### src/rtl/wb_arbiter_q.sv
// Write-back arbiter: per-pipe result FIFOs merged into one register-file write port.
// Fixed-priority or round-robin selection; exports a pending-destination mask for hazard checks.
module wb_arbiter_q #(
    parameter int unsigned NUM_PIPES   = 4,
    parameter int unsigned DATA_WIDTH  = 32,
    parameter int unsigned REG_WIDTH   = 5,
    parameter int unsigned NUM_REGS    = 32,
    parameter int unsigned QUEUE_DEPTH = 2,
    parameter int unsigned RR_MODE     = 0
) (
    input  logic                             clk,
    input  logic                             rst,
    input  logic [NUM_PIPES-1:0]             pipe_valid,
    output logic [NUM_PIPES-1:0]             pipe_ready,
    input  logic [NUM_PIPES-1:0]             pipe_wr_en,
    input  logic [NUM_PIPES*REG_WIDTH-1:0]   pipe_rd,
    input  logic [NUM_PIPES*DATA_WIDTH-1:0]  pipe_data,
    output logic                             wb_wr_en,
    output logic [REG_WIDTH-1:0]             wb_rd,
    output logic [DATA_WIDTH-1:0]            wb_wr_data,
    output logic [NUM_PIPES-1:0]             wb_grant,
    output logic [NUM_REGS-1:0]              rd_pending
);

    localparam int unsigned PTR_W = $clog2(QUEUE_DEPTH);
    localparam int unsigned CNT_W = PTR_W + 1;
    localparam int unsigned IDX_W = (NUM_PIPES > 1) ? $clog2(NUM_PIPES) : 1;

    logic [REG_WIDTH-1:0]  q_rd   [NUM_PIPES][QUEUE_DEPTH];
    logic [DATA_WIDTH-1:0] q_data [NUM_PIPES][QUEUE_DEPTH];
    logic [PTR_W-1:0]      wr_ptr [NUM_PIPES];
    logic [PTR_W-1:0]      rd_ptr [NUM_PIPES];
    logic [CNT_W-1:0]      count  [NUM_PIPES];

    logic [NUM_PIPES-1:0]  req;
    logic [NUM_PIPES-1:0]  push;
    logic [NUM_PIPES-1:0]  grant_oh;
    logic                  grant_vld;
    logic [IDX_W-1:0]      grant_idx;
    logic [IDX_W-1:0]      rr_ptr;
    logic [REG_WIDTH-1:0]  head_rd;
    logic [DATA_WIDTH-1:0] head_data;

    // Ready ignores a same-cycle pop so it depends only on registered state.
    always_comb begin
        pipe_ready = '0;
        req        = '0;
        push       = '0;
        for (int i = 0; i < int'(NUM_PIPES); i++) begin
            pipe_ready[i] = (count[i] != CNT_W'(QUEUE_DEPTH));
            req[i]        = (count[i] != '0);
            push[i]       = pipe_valid[i] && (count[i] != CNT_W'(QUEUE_DEPTH)) &&
                            pipe_wr_en[i] && (pipe_rd[i*REG_WIDTH +: REG_WIDTH] != '0);
        end
    end

    // Downward scans so the last hit is the highest-priority candidate.
    always_comb begin
        int idx;
        logic [IDX_W-1:0] cand;
        idx       = 0;
        cand      = '0;
        grant_vld = 1'b0;
        grant_idx = '0;
        if (RR_MODE == 0) begin
            for (int i = int'(NUM_PIPES) - 1; i >= 0; i--) begin
                cand = IDX_W'(i);
                if (req[cand]) begin
                    grant_vld = 1'b1;
                    grant_idx = cand;
                end
            end
        end else begin
            for (int k = int'(NUM_PIPES); k >= 1; k--) begin
                idx  = (int'(rr_ptr) + k) % int'(NUM_PIPES);
                cand = IDX_W'(idx);
                if (req[cand]) begin
                    grant_vld = 1'b1;
                    grant_idx = cand;
                end
            end
        end
        grant_oh = '0;
        if (grant_vld) grant_oh[grant_idx] = 1'b1;
        head_rd   = q_rd[grant_idx][rd_ptr[grant_idx]];
        head_data = q_data[grant_idx][rd_ptr[grant_idx]];
    end

    // Pending mask: every live queue slot plus the write currently on the port.
    always_comb begin
        logic [PTR_W-1:0] off;
        off        = '0;
        rd_pending = '0;
        for (int i = 0; i < int'(NUM_PIPES); i++) begin
            for (int j = 0; j < int'(QUEUE_DEPTH); j++) begin
                off = PTR_W'(j) - rd_ptr[i];
                if ({1'b0, off} < count[i]) rd_pending[q_rd[i][j]] = 1'b1;
            end
        end
        if (wb_wr_en) rd_pending[wb_rd] = 1'b1;
        rd_pending[0] = 1'b0;
    end

    // Queue storage carries no reset; validity comes from the counters.
    always_ff @(posedge clk) begin
        for (int i = 0; i < int'(NUM_PIPES); i++) begin
            if (push[i]) begin
                q_rd[i][wr_ptr[i]]   <= pipe_rd[i*REG_WIDTH +: REG_WIDTH];
                q_data[i][wr_ptr[i]] <= pipe_data[i*DATA_WIDTH +: DATA_WIDTH];
            end
        end
    end

    always_ff @(posedge clk or posedge rst) begin
        if (rst) begin
            for (int i = 0; i < int'(NUM_PIPES); i++) begin
                wr_ptr[i] <= '0;
                rd_ptr[i] <= '0;
                count[i]  <= '0;
            end
            rr_ptr     <= IDX_W'(NUM_PIPES - 1);
            wb_wr_en   <= 1'b0;
            wb_rd      <= '0;
            wb_wr_data <= '0;
            wb_grant   <= '0;
        end else begin
            for (int i = 0; i < int'(NUM_PIPES); i++) begin
                if (push[i]) wr_ptr[i] <= wr_ptr[i] + PTR_W'(1);
                if (grant_oh[i]) rd_ptr[i] <= rd_ptr[i] + PTR_W'(1);
                case ({push[i], grant_oh[i]})
                    2'b10:   count[i] <= count[i] + CNT_W'(1);
                    2'b01:   count[i] <= count[i] - CNT_W'(1);
                    default: count[i] <= count[i];
                endcase
            end
            if (grant_vld) begin
                wb_wr_en   <= 1'b1;
                wb_rd      <= head_rd;
                wb_wr_data <= head_data;
                wb_grant   <= grant_oh;
                rr_ptr     <= grant_idx;
            end else begin
                wb_wr_en   <= 1'b0;
                wb_grant   <= '0;
            end
        end
    end

endmodule

### config.mk
export PLATFORM = sky130hd
export DESIGN_NAME = wb_arbiter_q
export DESIGN_NICKNAME = d
export VERILOG_FILES = /design/src/rtl/wb_arbiter_q.sv
export SDC_FILE = /design/constraint.sdc
export NUM_CORES = 1
export LEC_CHECK = 0
export ABC_AREA = 1
export CORE_MARGIN = 8
export CORE_UTILIZATION = 50
export CTS_CLUSTER_DIAMETER = 120
export DETAILED_ROUTE_END_ITERATION = 12
export HOLD_SLACK_MARGIN = 0.1
export PLACE_DENSITY = 0.73
export SYNTH_ARGS = -nofsm -noshare
export SYNTH_HDL_FRONTEND = slang
export SYNTH_SLANG_ARGS = --single-unit
### constraint.sdc
create_clock -name clk -period 4.5 [get_ports clk]
set_input_delay 0.675 -clock clk [delete_from_list [all_inputs] [get_ports clk]]
set_output_delay 0.675 -clock clk [all_outputs]
set_load 0.1 [all_outputs]
==> results.yml <==
drt:
  wl_met2_mm: 32.8
  first_pass_iters: 9
  drt-wirelength-per-cell_um: 23.4
  routed_wl_mm: 66.3
  vias_per_cell: 5.55
  met3_length_mm: 4.57
  routed.top_layer: "met4"
  wl_met1_mm: 24.8
  drc: 0
  via_count: 15800
  antenna_left: 0
  drt_iter0_markers: 1640
timing:
  finalSetupViolCount: 0
  fin_skew_ns: 0.0130
  period_share: 0.807
  max_freq_ghz: 0.275
  setup_ws_ns: 0.870
  slew_viol_final: 0
  worst_slew_pin_slew_ns: 1.22
  hold_viol: 0
  min_period_ns: 3.63
  rsz0062_at_grt: "no"
  slew_headroom: 0.181
  setup_tns_ns: 0
  timing.hold.ws_ns: 0.486
global_routing:
  grt_use_total: 0.308
  grt_max_degree: 129
  gr-total-overflow: 0
  grt_pass1_wl_mm: 96.0
  grt_pass1_vias: 15300
  antenna_found_initial: 0
worst_setup_path:
  crit_top_cell: "nand4_1"
  cp_num_buf_inv: 2
  critPathSlowestCell: "nor3_1"
  cp.required_ns: 3.83
  cp-end-kind: "primary output"
  cp.depth: 7
  worst-setup-path-type: "reg2out"
  r2r_cells: 12
  worstPathMaxFanout: 6
  cp-start-kind: "flip-flop"
  path_cells: "inv_1, nor3_1, nand4_1, nand3_1, nor2_1, nand4_1, buf_4"
  critPathMaxStageDelay_ns: 0.76
  regToRegSetupSlack_ns: 1.49
  critPathTopFamily: "simple AND/OR/NAND/NOR gates"
  crit_arrival_ns: 2.95
clock_tree:
  cts_resized: 0
  cts.clk_slew.worst_paths_ns: 0.06
  cts_hold_buf: 0
  cts_tree: "built"
  insertion_delay_ns: 0.55
  clock_sinks: 354
  clock-root-buffer: "clkbuf_16"
  htree_levels: 2
  postCtsSetupBuffers: 0
  cts_buffers: 38
  clockBufferDepth: 3
floorplanning:
  core_um2: 36200
  rows: 70
  start_util: 0.502
  die_y_um: 207
  fp.dieW_um: 207
  dieArea_um2: 42700
  ios: 236
power:
  fin_total_pwr_mw: 15.6
  p_int_mw: 8.01
  swShare: 0.487
  pwr-share-comb: 0.493
  pwr-share-seq: 0.295
  p_sw_mw: 7.61
  p_per_area_nw_per_um2: 705
  clockPowerShare: 0.212
  ir_drop_mv: 0.741
  leakage_nw: 9.79
yosys:
  synthCells: 2121
  syn_area_um2: 18200
  ys_warn_count: 0
  synth_top_cells_by_area: "edfxtp_1, nand3_1, nand2_1, dfrtp_1, inv_1"
  ys_types: 31
  synth_top_area_share: 0.489
  syn_nets: 2283
  ys_ff_latch: 354
  yosysSeqAreaShare: 0.569
  synth_top_cell_by_area: "edfxtp_1"
  synth_area_per_cell_um2: 8.57
placed_design:
  portBuffers: 234
  hpwl_mm: 48.9
  placed_cells: 2767
  dp_slack_ns: 1.44
  gp_congestion: 0.974
  place_area_um2: 20800
outcome:
  outcome: "completed"
final_layout:
  drive_above_1_share: 0.0726
  fin_nets: 2501
  fin_util: 0.612
  final_common_cell: "nand2_1"
  mostFrequentLayoutCells: "nand2_1, nand3_1, inv_1"
  final_cell_count_no_fill: 2836
  antenna_cells: 0
  stdcell_area_um2: 22100
  syn_to_final_growth_pct: 21.9
worst_hold_path:
  whs_path_depth: 2
  min_path_type: "reg2reg"
run:
  max_cap_viol_count: 0
[power by group through the flow]
stage	clock network, mW	registers, mW	logic (mW)
6_report	3.32	4.61	7.70
4_1_cts	3.35	4.59	7.66
3_5_place_dp	0	4.65	7.63
5_1_grt	3.47	4.66	8.20
3_3_place_gp	0	4.65	7.54
2_1_floorplan	0	5.78	4.34
[kinds of logic after synthesis]
kind of cell,after synthesis,synth area share
buf+inv,482,0.110
other cells,1,0.000206
flops,354,0.569
simple gates,1216,0.295
compound gates,50,0.0156
xor+xnor,14,0.00675
fa+ha+maj,4,0.00275
[sequential cells by signal, indices dropped and copies added (netlist names)]
| signal | count |
|---|---|
| count | 8 |
| q_rd | 40 |
| wb_rd | 5 |
| rd_ptr | 4 |
| wr_ptr | 4 |
| wb_grant | 4 |
| wb_wr_en | 1 |
| q_data | 256 |
| wb_wr_data | 32 |
[path summary, 6_finish.rpt]
| path | start | end |
|---|---|---|
| min in group asynchronous | rst | wb_grant[1] |
| max | q_rd[2][7] | rd_pending[4] |
| min reg2reg | wb_wr_data[31] | wb_wr_data[31] |
| max reg2reg | count[4] | wb_wr_data[13] |
| min | wb_wr_data[31] | wb_wr_data[31] |
| max in group asynchronous | rst | wb_grant[2] |
[worst reg2reg max path, stage by stage, from the launching register on]
cell and delay [ns]:
dfrtp_1 0.45, nor2_2 0.20, inv_2 0.09, nor2_8 0.33
buf_4 0.95, nand3_1 0.33, nand2_1 0.16, inv_1 0.09
nand2_1 0.08, clkinv_1 0.05, nand2_1 0.05, nand3_1 0.08
nand2_1 0.10
[final cells by class]
type / instances / area, µm²
clock inverter: 23 / 324
multi-input combinational: 1285 / 5900
tap: 468 / 586
clock buffer: 46 / 1000
timing repair buffer: 270 / 2530
sequential: 354 / 10300
fill: 3120 / 14000
inverter: 390 / 1460
[cells in the mapped netlist]
library cell,count
buf_1,2
buf_4,24
nor2_2,3
buf_6,6
buf_2,47
nor3_1,75
clkbuf_2,1
edfxtp_1,296
xor2_1,9
nand4_1,31
nor3b_1,1
and3_1,1
o21ai_0,11
clkinv_1,19
nand3_1,455
conb_1,1
ha_1,4
a21oi_1,21
xnor2_1,5
clkbuf_1,12
inv_1,349
nand2_2,6
nand3_2,1
o22ai_1,10
nor2_1,61
dfrtp_1,58
inv_2,22
a22oi_1,8
nor2_8,1
nor2_4,1
nand2_1,580
[metal layers]
layer,vias to the layer above,global-route usage
met1,7500,0.363
met2,756,0.532
met4,0,0.177
met5,-,0
met3,147,0.0468
li1,7350,-
Power figures use the tool's default switching activity.
